`src/rtl/seg_text_scroller_if.sv`:
```
`default_nettype none
// +-----------------------------------------------------------------------+
// | seg_text_scroller_if : character load stream for seg_text_scroller     |
// | Rev 1.0                                                               |
// +-----------------------------------------------------------------------+
interface seg_text_scroller_if;
  logic       load_start;
  logic       char_valid;
  logic [5:0] char_in;
  logic       char_ready;
  logic       load_done;

  modport master (
    output load_start,
    output char_valid,
    output char_in,
    output load_done,
    input  char_ready
  );

  modport slave (
    input  load_start,
    input  char_valid,
    input  char_in,
    input  load_done,
    output char_ready
  );
endinterface
`default_nettype wire

```
`src/rtl/seg_text_scroller.sv`:
```
`default_nettype none
// +-----------------------------------------------------------------------+
// | seg_text_scroller : message buffer + scrolling 8-digit window (p0..p7) |
// | Optional macro SCROLL_PAUSE_EN adds a `pause` input. Rev 1.0           |
// +-----------------------------------------------------------------------+
module seg_text_scroller #(
  parameter int         MAX_LEN     = 16,
  parameter int         GAP         = 3,
  parameter int         STEP_CYCLES = 50_000_000,
  parameter logic [5:0] BLANK_CODE  = 6'd63
) (
  input  logic                 clk,
  input  logic                 rst,
`ifdef SCROLL_PAUSE_EN
  input  logic                 pause,
`endif
  seg_text_scroller_if.slave   s,
  output logic                 scrolling,
  output logic                 wrap,
  output logic [5:0]           p0,
  output logic [5:0]           p1,
  output logic [5:0]           p2,
  output logic [5:0]           p3,
  output logic [5:0]           p4,
  output logic [5:0]           p5,
  output logic [5:0]           p6,
  output logic [5:0]           p7
);
  localparam int AW = $clog2(MAX_LEN);
  localparam int LW = $clog2(MAX_LEN + 1);
  localparam int PW = $clog2(MAX_LEN + GAP + 8);
  localparam int SW = $clog2(STEP_CYCLES);

  localparam logic [1:0] S_IDLE = 2'd0;
  localparam logic [1:0] S_LOAD = 2'd1;
  localparam logic [1:0] S_SHOW = 2'd2;

  localparam logic [LW-1:0] MAX_L     = LW'(MAX_LEN);
  localparam logic [LW-1:0] STATIC_L  = LW'(8);
  localparam logic [PW-1:0] GAP_P     = PW'(GAP);
  localparam logic [PW-1:0] ONE_P     = PW'(1);
  localparam logic [SW-1:0] ONE_S     = SW'(1);
  localparam logic [SW-1:0] STEP_LAST = SW'(STEP_CYCLES - 1);

  logic [1:0]    state_q, state_d;
  logic [LW-1:0] len_q, len_d;
  logic [LW-1:0] wr_ptr_q, wr_ptr_d;
  logic [PW-1:0] pos_q, pos_d;
  logic [SW-1:0] step_cnt_q, step_cnt_d;
  logic          wrap_q, wrap_d;
  logic [5:0]    p_q [8];
  logic [5:0]    p_d [8];
  logic [5:0]    char_mem [MAX_LEN];

  logic          xfer;
  logic          run;
  logic          scroll_mode;
  logic [LW-1:0] wr_cnt;
  logic [PW-1:0] len_p;
  logic [PW-1:0] period;

`ifdef SCROLL_PAUSE_EN
  assign run = !pause;
`else
  assign run = 1'b1;
`endif

  assign s.char_ready = (state_q == S_LOAD) && (wr_ptr_q < MAX_L);
  // A load_start in the same cycle discards the buffer, so no write happens
  assign xfer         = s.char_valid && s.char_ready && !s.load_start;
  assign wr_cnt       = wr_ptr_q + {{(LW-1){1'b0}}, xfer};
  assign scroll_mode  = (len_q > STATIC_L);
  assign scrolling    = (state_q == S_SHOW) && scroll_mode;
  assign wrap         = wrap_q;
  assign len_p        = PW'(len_q);
  assign period       = len_p + GAP_P;

  always_comb begin
    state_d    = state_q;
    len_d      = len_q;
    wr_ptr_d   = wr_ptr_q;
    pos_d      = pos_q;
    step_cnt_d = step_cnt_q;
    wrap_d     = 1'b0;
    if (s.load_start) begin
      state_d    = S_LOAD;
      wr_ptr_d   = '0;
      pos_d      = '0;
      step_cnt_d = '0;
    end else begin
      case (state_q)
        S_LOAD: begin
          wr_ptr_d = wr_cnt;
          if (s.load_done) begin
            if (wr_cnt == '0) begin
              state_d = S_IDLE;
            end else begin
              len_d   = wr_cnt;
              state_d = S_SHOW;
            end
          end
        end
        S_SHOW: begin
          if (scroll_mode && run) begin
            if (step_cnt_q == STEP_LAST) begin
              step_cnt_d = '0;
              if (pos_q == period - ONE_P) begin
                pos_d  = '0;
                wrap_d = 1'b1;
              end else begin
                pos_d = pos_q + ONE_P;
              end
            end else begin
              step_cnt_d = step_cnt_q + ONE_S;
            end
          end
        end
        default: ;
      endcase
    end
  end

  // pos < period and period >= 12 when scrolling, so one subtract is a full modulo;
  // in the static case pos is 0 and the raw index already blanks digits len..7.
  for (genvar gi = 0; gi < 8; gi++) begin : g_digit
    logic [PW-1:0] idx_raw;
    logic [PW-1:0] idx;
    assign idx_raw = pos_q + PW'(gi);
    assign idx     = (scroll_mode && (idx_raw >= period)) ? (idx_raw - period) : idx_raw;
    assign p_d[gi] = (!s.load_start && (state_q == S_SHOW) && (idx < len_p))
                     ? char_mem[idx[AW-1:0]] : BLANK_CODE;
  end

  always_ff @(posedge clk or posedge rst) begin
    if (rst) begin
      state_q    <= S_IDLE;
      len_q      <= '0;
      wr_ptr_q   <= '0;
      pos_q      <= '0;
      step_cnt_q <= '0;
      wrap_q     <= 1'b0;
      for (int i = 0; i < 8; i++) p_q[i] <= BLANK_CODE;
    end else begin
      state_q    <= state_d;
      len_q      <= len_d;
      wr_ptr_q   <= wr_ptr_d;
      pos_q      <= pos_d;
      step_cnt_q <= step_cnt_d;
      wrap_q     <= wrap_d;
      for (int i = 0; i < 8; i++) p_q[i] <= p_d[i];
    end
  end

  always_ff @(posedge clk) begin
    if (xfer) char_mem[wr_ptr_q[AW-1:0]] <= s.char_in;
  end

  assign p0 = p_q[0];
  assign p1 = p_q[1];
  assign p2 = p_q[2];
  assign p3 = p_q[3];
  assign p4 = p_q[4];
  assign p5 = p_q[5];
  assign p6 = p_q[6];
  assign p7 = p_q[7];
endmodule
`default_nettype wire

```
`src/flat_wrapper.sv`:
```
// flat-port wrapper written by rule: the top's interface ports become plain ports
module seg_text_scroller_flat 
#(
  parameter int         MAX_LEN     = 16,
  parameter int         GAP         = 3,
  parameter int         STEP_CYCLES = 50_000_000,
  parameter logic [5:0] BLANK_CODE  = 6'd63
)
  (clk, rst, scrolling, wrap, p0, p1, p2, p3, p4, p5, p6, p7, s_load_start, s_char_valid, s_char_in, s_load_done, s_char_ready);
  seg_text_scroller_if s_i ();
  input  logic clk;
  input  logic rst;
  output logic scrolling;
  output logic wrap;
  output logic [5:0] p0;
  output logic [5:0] p1;
  output logic [5:0] p2;
  output logic [5:0] p3;
  output logic [5:0] p4;
  output logic [5:0] p5;
  output logic [5:0] p6;
  output logic [5:0] p7;
  input wire logic [$bits(s_i.load_start)-1:0] s_load_start;
  input wire logic [$bits(s_i.char_valid)-1:0] s_char_valid;
  input wire logic [$bits(s_i.char_in)-1:0] s_char_in;
  input wire logic [$bits(s_i.load_done)-1:0] s_load_done;
  output wire logic [$bits(s_i.char_ready)-1:0] s_char_ready;
  assign s_i.load_start = s_load_start;
  assign s_i.char_valid = s_char_valid;
  assign s_i.char_in = s_char_in;
  assign s_i.load_done = s_load_done;
  assign s_char_ready = s_i.char_ready;
  seg_text_scroller #(.MAX_LEN(MAX_LEN), .GAP(GAP), .STEP_CYCLES(STEP_CYCLES), .BLANK_CODE(BLANK_CODE)) u_core (.clk(clk), .rst(rst), .s(s_i), .scrolling(scrolling), .wrap(wrap), .p0(p0), .p1(p1), .p2(p2), .p3(p3), .p4(p4), .p5(p5), .p6(p6), .p7(p7));
endmodule
```
`config.mk`:
```
export PLATFORM = sky130hd
export DESIGN_NAME = seg_text_scroller_flat
export DESIGN_NICKNAME = d
export VERILOG_FILES = /design/src/rtl/seg_text_scroller_if.sv /design/src/rtl/seg_text_scroller.sv /design/src/flat_wrapper.sv
export SDC_FILE = /design/constraint.sdc
export NUM_CORES = 1
export LEC_CHECK = 0
export ABC_AREA = 0
export BUFFER_PORTS_ARGS = -buffer_cell sky130_fd_sc_hd__buf_2
export CAP_MARGIN = 10
export CORE_MARGIN = 3
export CORE_UTILIZATION = 57
export CTS_CLUSTER_SIZE = 40
export DETAILED_ROUTE_END_ITERATION = 6
export PLACE_DENSITY = 0.77
export REMOVE_ABC_BUFFERS = 1
export SETUP_SLACK_MARGIN = 0.02
export SLEW_MARGIN = 5
export SYNTH_ARGS = -nofsm -noshare
export SYNTH_HDL_FRONTEND = slang
export SYNTH_SLANG_ARGS = --single-unit
```
`constraint.sdc`:
```
create_clock -name clk -period 5.8 [get_ports clk]
set_clock_uncertainty 0.2 [all_clocks]
set_input_delay 1.16 -clock clk [delete_from_list [all_inputs] [get_ports clk]]
set_output_delay 1.16 -clock clk [all_outputs]
set_load 0.05 [all_outputs]
```
==> metrics.yaml <==
cts_tree: "yes"
io_buffer_count: 61
grt_use_total_pct: 39.6
finish.instance_area_um2: 19100
dieArea_um2: 33500
synth-async-reset-ratio_pct: 48.9
drt_wl_total_um: 67700
antenna_violations_before_repair: 0
floorplan.die.width_um: 183
synth_cells: 2157
timing.hold.worst.class: "reg -> reg"
htreeDepth: 4
initial_cell_density_of_the_core_pct: 58.2
irDropWorstVdd_mv: 0.350
timing.final.crit_period_ns: 5.44
placementRows: 64
fin_total_pwr_w: 0.00825
finalMaxSlewViolations: 0
worst-endpoint-arrival_ns: 5.62
worst_setup_path_startpoint: "u_core.pos_q[0]$_DFFE_PP0P_"
routed_via_density: 7.13
timing_worst_slew_pin_value_ns: 1.26
netlist_area_um2: 17900
place.gp.congestion: 1.04
antenna_violating_nets_remaining: 0
ys_seq_area_share_pct: 29.3
rrSetupSlack_ns: 0.36
timing.critical_path.from_type: "flip-flop"
mean_syn_cell_area_um2: 8.29
synth.distinct_cells: 92
place_hpwl_um: 50800
multi_input_comb_area_um2: 11600
post_synth_main_area_contributors: "sky130_fd_sc_hd__edfxtp_1 (16%), sky130_fd_sc_hd__mux2i_1 (8.6%), sky130_fd_sc_hd__dfstp_2 (7.1%), sky130_fd_sc_hd__dfrtp_1 (6.2%), sky130_fd_sc_hd__nand2_1 (5.9%)"
max_slew_margin_pct: 15.5
die_h_um: 183
drt_first_pass_iters: 7
timing.final.hold_violations: 0
grt_overflow: 0
cp.required_ns: 5.97
post-synth-top-count-cell: "sky130_fd_sc_hd__nand2_1"
rr_endpoint: "u_core.p2[1]$_DFF_PP1_"
crit_type: "reg -> reg"
finalNetCount: 2203
end_kind: "flip-flop"
leakagePower_nw: 7.21
layout_worst_path_cycle_share_pct: 93.8
grt_pass1_wl_um: 102000
clkTransAtPathRegs_ns: 0.07
drive_above_1_share_pct: 13.5
insertion_delay_ns: 0.46
number_of_cells_on_the_worst_reg_to_reg_path: 21
status: "finished, final reports clean"
grt_start_max_net_pins: 81
diodes: 0
layout-area-overhead-vs-synth_pct: 6.74
setup_violations: 0
worst_path_max_delay_cell: "sky130_fd_sc_hd__ha_1"
netlist.top_cell.by_area: "sky130_fd_sc_hd__edfxtp_1"
cts_max_path_buffers: 2
ys_warn_count: 0
number_of_register_bits_inferred_by_synthesis: 188
grt_setup_unrepaired: "no"
worstHoldStart: "u_core.step_cnt_q[23]$_DFFE_PP0P_"
postCtsSetupBuffers: 0
drt-initial-drc-count: 2397
regToRegStartpoint: "u_core.pos_q[0]$_DFFE_PP0P_"
via_count_of_the_first_global_routing_pass: 16400
fin_util_pct: 62.1
setup.worst_path.end: "u_core.p2[1]$_DFF_PP1_"
area_share_of_the_leading_cell_type_in_the_synthesized_netlist_pct: 16.1
tritoncts.num_buffers: 17
cpPeakStageDelay_ns: 0.41
route.detailed.drc: 0
path_cells: "buf_4 -> inv_1 -> ha_1 -> buf_4 -> nand2b_1 -> a21o_1 -> a31oi_1 -> nand2_1 -> a211o_1 -> a21boi_0 -> ha_1 -> nor2b_1 -> o21a_1 -> o21ai_0 -> nand2b_1 -> a211oi_1 -> nand3_1 -> buf_4 -> a2111oi_0 -> a2111oi_0 -> o211a_1"
pwr_density_cell_nw_per_um2: 432
sequential_cell_area_um2: 5250
crit_fanout: 31
hold_buffers: 0
worstHoldPathCells: 1
clock_tree.root_cell: "sky130_fd_sc_hd__clkbuf_16"
placement.cell_area_um2: 18500
post_cts_repair_resize_count: 0
detail_route.wl_per_cell_um: 26.8
floorplan.io_pins: 62
final.fill_count: 2647
placeableCoreArea_um2: 30700
clock_sinks: 188
route.vias.total: 18000
post_synth_edffs: 96
postSynth.topFlopCell: "sky130_fd_sc_hd__edfxtp_1"
timing.fmax_mhz: 184
critical-path-top-cell-by-count: "sky130_fd_sc_hd__buf_4"
synthTopCellsByCount: "sky130_fd_sc_hd__nand2_1 (281), sky130_fd_sc_hd__nor2_1 (156), sky130_fd_sc_hd__mux2i_1 (153)"
maxCapViolations: 0
per-layer routing:
layer	vias up	track usage, %	wire, um
met5	-	0	0
met3	156	10.4	9600
li1	8008	-	-
met1	8602	58.2	28000
met4	0	12.4	1940
met2	1283	57.3	28200
critical path: cells and delay by family, from the launching register on:
kind                       cells  cell delay (ns)
AOI/OAI and AO/OA             10             2.23
buffers and inverters          4             1.02
and+or+nand+nor                5             0.84
adders and majority gates      2             0.69
DFF                            1             0.35
state kept, by name (all words and copies together) (netlist names), 6 cells and up:
| signal | count |
|---|---|
| u_core.p1 | 6 |
| u_core.p0 | 6 |
| u_core.char_mem | 96 |
| u_core.p7 | 6 |
| u_core.step_cnt_q | 26 |
| u_core.p5 | 6 |
| u_core.p3 | 6 |
| u_core.p6 | 6 |
| u_core.p2 | 6 |
| u_core.p4 | 6 |
how the worst min path moves through the flow:
stage / endpoint / slack, ns
6_report: u_core.step_cnt_q[23]$_DFFE_PP0P_ / 0.32
5_1_grt: u_core.step_cnt_q[23]$_DFFE_PP0P_ / 0.32
4_1_cts: u_core.step_cnt_q[23]$_DFFE_PP0P_ / 0.31
3_5_place_dp: u_core.step_cnt_q[23]$_DFFE_PP0P_ / 0.30
3_3_place_gp: u_core.step_cnt_q[23]$_DFFE_PP0P_ / 0.29
2_1_floorplan: u_core.step_cnt_q[22]$_DFFE_PP0P_ / 0.26
cell type report:
| type | instances | share of cell area, % |
|---|---|---|
| Clock buffer | 18 | 2.25 |
| Clock inverter | 14 | 0.773 |
| Inverter | 100 | 1.98 |
| Multi-Input combinational cell | 1691 | 60.8 |
| Sequential cell | 188 | 27.5 |
| Tap cell | 396 | 2.60 |
| Timing Repair Buffer | 125 | 4.12 |
per-stage QoR:
step           hold slack, ns  instances  worst slack (ns)  TNS [ns]
2_1_floorplan           0.264       1979             -2.69    -51.08
3_3_place_gp            0.290       2500             0.312         0
3_5_place_dp            0.299       2500             0.164         0
4_1_cts                 0.314       2532             0.140         0
5_1_grt                 0.325       2532            0.0145         0
6_report                0.322       2532             0.357         0
cells by family (layout without fill, tap and decap cells):
kind of cell	Yosys count	in the layout	synth area share, %
mux	190	190	11.1
simple gates	698	698	17.7
fa+ha+maj	76	76	5.39
buf+inv	278	257	6.45
compound gates	649	649	25.7
xor+xnor	78	78	4.36
flops	188	188	29.3
power breakdown:
group	switching (W)	leakage, nW	internal (W)	total, W
combinational	0.00358	4.95	0.00200	0.00558
clock	0.000603	0.280	0.000575	0.00118
sequential	0.0000490	1.97	0.00144	0.00149
total	0.00423	7.21	0.00401	0.00825
layout by cell type (no fill, tap or decap), types with 52 or more instances in the layout:
cell type	synthesis	final
sky130_fd_sc_hd__mux2i_1	153	151
sky130_fd_sc_hd__xnor2_1	53	52
sky130_fd_sc_hd__nor2_1	156	154
sky130_fd_sc_hd__nand3_1	86	85
sky130_fd_sc_hd__ha_1	65	64
sky130_fd_sc_hd__nand2_1	281	281
sky130_fd_sc_hd__a211oi_1	56	56
sky130_fd_sc_hd__buf_4	11	64
sky130_fd_sc_hd__buf_2	35	61
sky130_fd_sc_hd__o21ai_0	125	125
sky130_fd_sc_hd__edfxtp_1	96	96
sky130_fd_sc_hd__inv_1	93	92
sky130_fd_sc_hd__o211ai_1	80	80
sky130_fd_sc_hd__a21oi_1	107	103
No activity file was read; power rests on OpenSTA's default activity.
